### src/rtl/riscv_pkg.sv
// Shared core definitions: architectural widths, reset vector and the fetch packet
// handed from fetch to decode.
package riscv_pkg;

    localparam int unsigned XLEN         = 64;
    localparam int unsigned ILEN         = 32;
    localparam logic [XLEN-1:0] RESET_VECTOR = 64'h0000_0000_0000_0000;
    localparam logic [ILEN-1:0] INSTR_NOP    = 32'h0000_0013;

    typedef struct packed {
        logic [XLEN-1:0] pc;
        logic [ILEN-1:0] instr;
    } fetch_pkt_t;

endpackage

### src/rtl/fetch_fifo.sv
// Small synchronous FIFO with flush; the head entry is exposed combinationally from
// registered storage so decode sees the oldest packet without an extra cycle.
module fetch_fifo #(
    parameter int unsigned WIDTH = 96,
    parameter int unsigned DEPTH = 2
) (
    input  logic                       clk,
    input  logic                       rst_n,
    input  logic                       push_i,
    input  logic                       pop_i,
    input  logic                       flush_i,
    input  logic [WIDTH-1:0]           data_i,
    output logic [WIDTH-1:0]           data_o,
    output logic [$clog2(DEPTH):0]     count_o,
    output logic                       empty_o
);

    localparam int unsigned PW = $clog2(DEPTH);
    localparam int unsigned CW = PW + 1;

    logic [WIDTH-1:0] mem_q [DEPTH];
    logic [PW-1:0]    wr_ptr_q, wr_ptr_d;
    logic [PW-1:0]    rd_ptr_q, rd_ptr_d;
    logic [CW-1:0]    count_q, count_d;
    logic             do_push_s, do_pop_s, wr_en_s, full_s;

    // A push into a full FIFO is legal when the head is popped in the same cycle.
    always_comb begin
        full_s    = (count_q == CW'(DEPTH));
        empty_o   = (count_q == CW'(0));
        do_push_s = push_i && (!full_s || pop_i);
        do_pop_s  = pop_i && !empty_o;
        wr_en_s   = do_push_s && !flush_i;
        wr_ptr_d  = wr_ptr_q;
        rd_ptr_d  = rd_ptr_q;
        count_d   = count_q;
        if (flush_i) begin
            wr_ptr_d = '0;
            rd_ptr_d = '0;
            count_d  = '0;
        end else begin
            if (do_push_s) begin
                wr_ptr_d = wr_ptr_q + PW'(1);
            end else begin
                wr_ptr_d = wr_ptr_q;
            end
            if (do_pop_s) begin
                rd_ptr_d = rd_ptr_q + PW'(1);
            end else begin
                rd_ptr_d = rd_ptr_q;
            end
            count_d = count_q + CW'(do_push_s) - CW'(do_pop_s);
        end
    end

    always_ff @(posedge clk or negedge rst_n) begin
        if (!rst_n) begin
            wr_ptr_q <= '0;
            rd_ptr_q <= '0;
            count_q  <= '0;
        end else begin
            wr_ptr_q <= wr_ptr_d;
            rd_ptr_q <= rd_ptr_d;
            count_q  <= count_d;
        end
    end

    always_ff @(posedge clk or negedge rst_n) begin
        if (!rst_n) begin
            for (int i = 0; i < DEPTH; i++) begin
                mem_q[i] <= '0;
            end
        end else if (wr_en_s) begin
            mem_q[wr_ptr_q] <= data_i;
        end
    end

    assign data_o  = mem_q[rd_ptr_q];
    assign count_o = count_q;

endmodule

### src/rtl/instruction_fetch_unit.sv
// Fetch PC owner: issues addresses to the registered-read instruction memory, buffers the
// returned words with their PCs and hands {pc,instr} to decode; redirects flush and squash.
module instruction_fetch_unit
    import riscv_pkg::*;
#(
    parameter int unsigned       ADDR_W    = XLEN,
    parameter int unsigned       INSTR_W   = ILEN,
    parameter logic [ADDR_W-1:0] RESET_PC  = ADDR_W'(RESET_VECTOR),
    parameter int unsigned       BUF_DEPTH = 2
) (
    input  logic               clk,
    input  logic               rst_n,
    output logic [ADDR_W-1:0]  imem_pc,
    input  logic [INSTR_W-1:0] imem_instr,
    input  logic               redirect_valid,
    input  logic [ADDR_W-1:0]  redirect_pc,
    output logic               out_valid,
    input  logic               out_ready,
    output logic [ADDR_W-1:0]  out_pc,
    output logic [INSTR_W-1:0] out_instr,
    output logic               misalign_err
);

    localparam int unsigned CW = $clog2(BUF_DEPTH) + 1;
    localparam int unsigned OW = CW + 1;
    localparam int unsigned PKT_W = ADDR_W + INSTR_W;

    logic [ADDR_W-1:0] fetch_pc_q, fetch_pc_d;
    logic [ADDR_W-1:0] inflight_pc_q, inflight_pc_d;
    logic              inflight_q, inflight_d;
    logic              misalign_q, misalign_d;

    logic [CW-1:0]     fifo_count_s;
    logic              fifo_empty_s;
    logic [PKT_W-1:0]  head_s;
    logic              pop_s, push_s, issue_s, valid_s;
    logic [OW-1:0]     occupancy_s;

    // Issue only if the word coming back next cycle is guaranteed a free buffer slot.
    always_comb begin
        valid_s     = !fifo_empty_s && !redirect_valid;
        pop_s       = valid_s && out_ready;
        push_s      = inflight_q && !redirect_valid;
        occupancy_s = OW'(fifo_count_s) + OW'(inflight_q) - OW'(pop_s);
        issue_s     = (occupancy_s < OW'(BUF_DEPTH)) && !redirect_valid;
        misalign_d  = redirect_valid && (redirect_pc[1:0] != 2'b00);
        fetch_pc_d    = fetch_pc_q;
        inflight_d    = 1'b0;
        inflight_pc_d = inflight_pc_q;
        if (redirect_valid) begin
            fetch_pc_d    = {redirect_pc[ADDR_W-1:2], 2'b00};
            inflight_d    = 1'b0;
            inflight_pc_d = inflight_pc_q;
        end else if (issue_s) begin
            fetch_pc_d    = fetch_pc_q + ADDR_W'(3'd4);
            inflight_d    = 1'b1;
            inflight_pc_d = fetch_pc_q;
        end else begin
            fetch_pc_d    = fetch_pc_q;
            inflight_d    = 1'b0;
            inflight_pc_d = inflight_pc_q;
        end
    end

    always_ff @(posedge clk or negedge rst_n) begin
        if (!rst_n) begin
            fetch_pc_q    <= RESET_PC;
            inflight_q    <= 1'b0;
            inflight_pc_q <= '0;
            misalign_q    <= 1'b0;
        end else begin
            fetch_pc_q    <= fetch_pc_d;
            inflight_q    <= inflight_d;
            inflight_pc_q <= inflight_pc_d;
            misalign_q    <= misalign_d;
        end
    end

    fetch_fifo #(
        .WIDTH (PKT_W),
        .DEPTH (BUF_DEPTH)
    ) u_fifo (
        .clk     (clk),
        .rst_n   (rst_n),
        .push_i  (push_s),
        .pop_i   (pop_s),
        .flush_i (redirect_valid),
        .data_i  ({inflight_pc_q, imem_instr}),
        .data_o  (head_s),
        .count_o (fifo_count_s),
        .empty_o (fifo_empty_s)
    );

    assign imem_pc      = fetch_pc_q;
    assign out_valid    = valid_s;
    assign out_pc       = head_s[PKT_W-1:INSTR_W];
    assign out_instr    = head_s[INSTR_W-1:0];
    assign misalign_err = misalign_q;

endmodule

### config.mk
export PLATFORM = sky130hd
export DESIGN_NAME = instruction_fetch_unit
export DESIGN_NICKNAME = d
export VERILOG_FILES = /design/src/rtl/riscv_pkg.sv /design/src/rtl/fetch_fifo.sv /design/src/rtl/instruction_fetch_unit.sv
export SDC_FILE = /design/constraint.sdc
export NUM_CORES = 1
export LEC_CHECK = 0
export CAP_MARGIN = 20
export CORE_MARGIN = 1.5
export CORE_UTILIZATION = 55
export CTS_CLUSTER_SIZE = 24
export DETAILED_ROUTE_END_ITERATION = 8
export PLACE_DENSITY = 0.92
export SKIP_LAST_GASP = 1
export SYNTH_ARGS = -nofsm -noshare
export SYNTH_HDL_FRONTEND = slang
export SYNTH_SLANG_ARGS = --single-unit
### constraint.sdc
create_clock -name clk -period 9.7 [get_ports clk]
set_clock_uncertainty 0.1 [all_clocks]
set_input_delay 2.91 -clock clk [delete_from_list [all_inputs] [get_ports clk]]
set_output_delay 2.91 -clock clk [all_outputs]
set_load 0.05 [all_outputs]
# Word-level counts from Yosys, hierarchy flattened
# Cells that the tools add are included.
totals:
  reg_bits: 326
  out_inout_bits: 162
  wordCells: 58
  inputBits: 100
classes:
  mux: 15
  order_cmp: 4
  bitwise: 3
  reduce_logical: 19
  addsub: 7
  eq_ne: 1
ops:
  columns: ["op", "count"]
  rows:
  - ["$mux W96", 4]
  - ["$bwmux W192", 1]
  - ["$mux W64", 2]
  - ["$demux W96 S1", 1]
  - ["$add A64 B3 Y64 const B", 1]
  - ["$logic_and A1 B1 Y1", 9]
  - ["$reduce_bool A2 Y1", 4]
  - ["$mux W1", 6]
  - ["$ge A2 B2 Y1 const B", 2]
  - ["$not A1 Y2", 2]
  - ["$add A2 B1 Y3", 1]
  - ["$logic_not A1 Y1", 3]
  - ["$lt A3 B2 Y1 const B", 1]
  - ["$sub A3 B1 Y3", 1]
  - ["$add A1 B1 Y1 const B", 2]
  - ["$add A2 B1 Y2", 1]
  - ["$eq A2 B2 Y1 const B", 1]
  - ["$logic_not A2 Y1", 1]
  - ["$lt A2 B1 Y1 const B", 1]
  - ["$mux W2", 1]
  - ["$reduce_and A2 Y1", 1]
  - ["$sub A2 B1 Y2", 1]
  - ["$logic_or A1 B1 Y1", 1]
  - ["$not A1 Y1", 1]

# Depth between registers and ports, before layout
depth:
  word_depth: 9
  depth_mapped: 15
  mapped_depth_nobuf: 13

# Modules after synthesis
# Synthesis repeated with hierarchy kept, for this count alone.
unflattened:
  cells_unflattened: 1125
  hier_area_um2: 14813.0
by_module_without_submodules:
  columns: ["mod", "cells_per_inst", "area_per_inst_um2", "seq_area_each_um2", "instances"]
  rows:
  - ["fetch_fifo", 536, 8638.3, 4904.7, 1]
  - ["instruction_fetch_unit", 589, 6174.7, 3153.0, 1]

# Least setup slack after synthesis
# No wires, ideal clock.
synth_timing:
  path_kind: "input-to-output"
  startpoint: "input redirect_valid"
  endpoint: "output out_valid"
  setup_slack_ns: 2.791
  arrival_ns: 3.899
  cell_stages: 2
  t_required_ns: 6.690
  cell_sequence: "clkbuf_1 -> a21oi_1"
synth_between:
  elab_chain_cells: 2
synth_lines:
  columns: ["element", "line_no", "rtl"]
  rows:
  - ["from (decl)", "instruction_fetch_unit.sv:15", "input logic redirect_valid,"]
  - ["$logic_not A1 Y1", "instruction_fetch_unit.sv:41", "valid_s = !fifo_empty_s && !redirect_valid;"]
  - ["$logic_and A1 B1 Y1", "instruction_fetch_unit.sv:41", null]
  - ["to (decl)", "instruction_fetch_unit.sv:17", "output logic out_valid,"]
# No other way between the ends.

# Final worst setup path
# Same ends and word-level chain as after synthesis.

==> out/summary.txt <==
drt first-iter violations: 938
slowest cell delay on critical path: 0.90 ns
slew margin rel.: 36.2%
CTS H-tree depth: 2
ys async rst share: 100%
commonest non-fill, non-tap cell in the layout: dfrtp_1
commonest non-fill, non-tap cells in the layout: dfrtp_1, mux2_2, clkdlybuf4s50_1
via/cell ratio: 5.95
hold_buf cts: 0
syn_area_per_cell: 11.5 um^2
Die Y: 166 um
register bit total from synthesis: 318
yosys synthesis warning count: 0
layout cells sized above 1: 24.7%
Slew Limit Fails: 0
initial antenna violation count: 3
CTS tree: yes
Area Overhead vs Synth: 27.2%
outcome: finished clean
maximum clock path buffer count: 3
PostCTS Resize Cnt: 0
global route total overflow: 0
I/O pin count: 262
CP Capture Type: primary output
CP Cell Sequence: buf_2 -> buf_4 -> a21oi_1 -> clkdlybuf4s50_1
Placeable Area: 26000 um^2
Cells after Synth: 1261
clock root cell: clkbuf_16
register area share after synthesis: 54.7%
Die X: 166 um
critical path class: in -> out
unrepaired setup endpoints after global routing: no
Routed Antenna Nets: 0
total track usage: 27.8%
PD cells: 366 nW/um^2
crit path max fanout: 69
vias in the first global route: 11100
setup_tns: 0 ns
Hold WC Path Type: reg -> reg
CP max stage cell: clkdlybuf4s50_1
Hold Path Sink: inflight_pc_q[5]
WL per Instance: 20.6 um
final hold vios: 0
Register-to-Register Path Depth: 12
post-route minimum period: 7.52 ns
DP HPWL: 24.8 mm
row count: 59
WP data required: 6.69 ns
clock latency on the worst-skew pair: 0.51 ns
Final Util: 71.2%
final clock period utilization by the worst path: 77.6%
# fillers: 1766
# Post-CTS Setup Buffers: 0
PortBufs: 257
EDFF count, synth: 0
flop2flop setup slack: 5.53 ns
multi-input logic area: 6240 um^2
synth unique cells: 55
LEAKAGE: 0.00801 uW
pin count of the biggest net entering global routing: 143
Hold Path Stages: 2
worst r2r dst: imem_pc[62]
crit start category: primary input
TritonRoute pass-1 iters: 5
CTS Buf Count: 34
peak supply drop: 273 uV
DRT Wirelength: 38.2 mm
Max Clk Rate: 133 MHz
ys flop type: dfrtp_1
Storage cell area: 7960 um^2
routability cong.: 0.905
Setup Viol. Count Final: 0
min-delay src: inflight_pc_q[5]
Least-Margin Pin Slew: 0.953 ns
Reg-to-Reg Start: u_fifo.count_o[1]
routed via count: 11000
nets: 1596
first-pass GRT wire length: 61.3 mm
Mapped Area: 14600 um^2
TritonCTS Sinks: 318
CP arrival: 4.51 ns
drt drc: 0
number of max-cap violations: 0
Worst-path clk slew: 0.06 ns
initial core utilization: 56.0%
WHS: 0.394 ns
full die area: 27400 um^2
-- cell type report --
| type | instances | share of cell area (%) |
|---|---|---|
| Antenna cell | 2 | 0.0270 |
| Clock buffer | 50 | 5.63 |
| Clock inverter | 11 | 0.784 |
| Inverter | 10 | 0.203 |
| Multi-Input combinational cell | 860 | 33.7 |
| Sequential cell | 318 | 43.0 |
| Tap cell | 335 | 2.26 |
| Timing Repair Buffer | 267 | 14.4 |
-- worst max-delay path by stage --
stage | startpoint | endpoint | slack (ns) | depth (start not counted)
after detailed placement | redirect_valid | out_valid | 2.20 | 4
final | redirect_valid | out_valid | 2.18 | 4
after floorplan | redirect_valid | out_valid | 2.79 | 2
after global placement | redirect_valid | out_valid | 2.22 | 4
after global routing | redirect_valid | out_valid | 2.10 | 4
after CTS | redirect_valid | out_valid | 2.19 | 4
-- cells by family (layout without fill, tap and decap cells) --
group           Yosys count  in the layout  share of synthesized area [%]
flops                   318            318                           54.7
fa+ha+maj                 5              5                          0.481
buf+inv                  86            338                           2.63
simple gates            439            439                           14.3
mux                     284            284                           22.0
other cells               1              6                         0.0258
xor+xnor                 32             32                           1.93
compound gates           96             96                           3.96
-- synthesized netlist by cell type, types with 11 or more instances --
cell type | count | area share (%)
nand2_1 | 245 | 6.3
xor2_1 | 21 | 1.3
nand4_1 | 31 | 1.3
nor2_1 | 44 | 1.1
clkbuf_1 | 43 | 1.1
buf_2 | 15 | 0.52
mux2_2 | 283 | 22
a31oi_1 | 30 | 1.3
or3_1 | 14 | 0.60
o21ai_0 | 45 | 1.5
xnor2_1 | 11 | 0.66
and3_1 | 13 | 0.56
or4_1 | 15 | 0.77
dfrtp_1 | 318 | 55
o31ai_1 | 12 | 0.62
nand3_1 | 27 | 0.93
-- registers in the layout, indices dropped and copies added, names as in the netlist --
| register | flops |
|---|---|
| u_fifo.mem_q | 188 |
| misalign_err | 1 |
| u_fifo.count_o | 2 |
| imem_pc | 62 |
| u_fifo.wr_ptr_q | 1 |
| u_fifo.rd_ptr_q | 1 |
| inflight_pc_q | 62 |
| inflight_q | 1 |
-- worst max-delay path: cells and delay by family --
family | cells | cell delay [ns]
buffers and inverters | 3 | 1.29
AOI/OAI and AO/OA | 1 | 0.28
-- power breakdown --
part	internal (uW)	total [uW]	switching [uW]
logic	1260	3170	1900
registers	1870	2250	381
clock network	828	1360	531
total	3960	6780	2820
-- per-stage QoR --
step           power (uW)  worst slack [ns]  std cells  area, um^2
2_1_floorplan        4440              2.79       1264       14600
3_3_place_gp         5290              2.22       1790       17300
3_5_place_dp         5420              2.20       1790       17300
4_1_cts              6810              2.19       1851       18500
5_1_grt              7090              2.10       1853       18500
6_report             6780              2.18       1853       18500
-- layer usage --
metal	GRT usage, %	wire length, um	share of wire (%)	up-vias
li1	-	-	-	4916
met1	37.2	16000	42	5507
met2	44.1	18000	47	479
met3	4.90	2420	6.3	115
met4	13.6	1770	4.6	2
met5	0	12	0.031	-
Power figures use the tool's default switching activity.
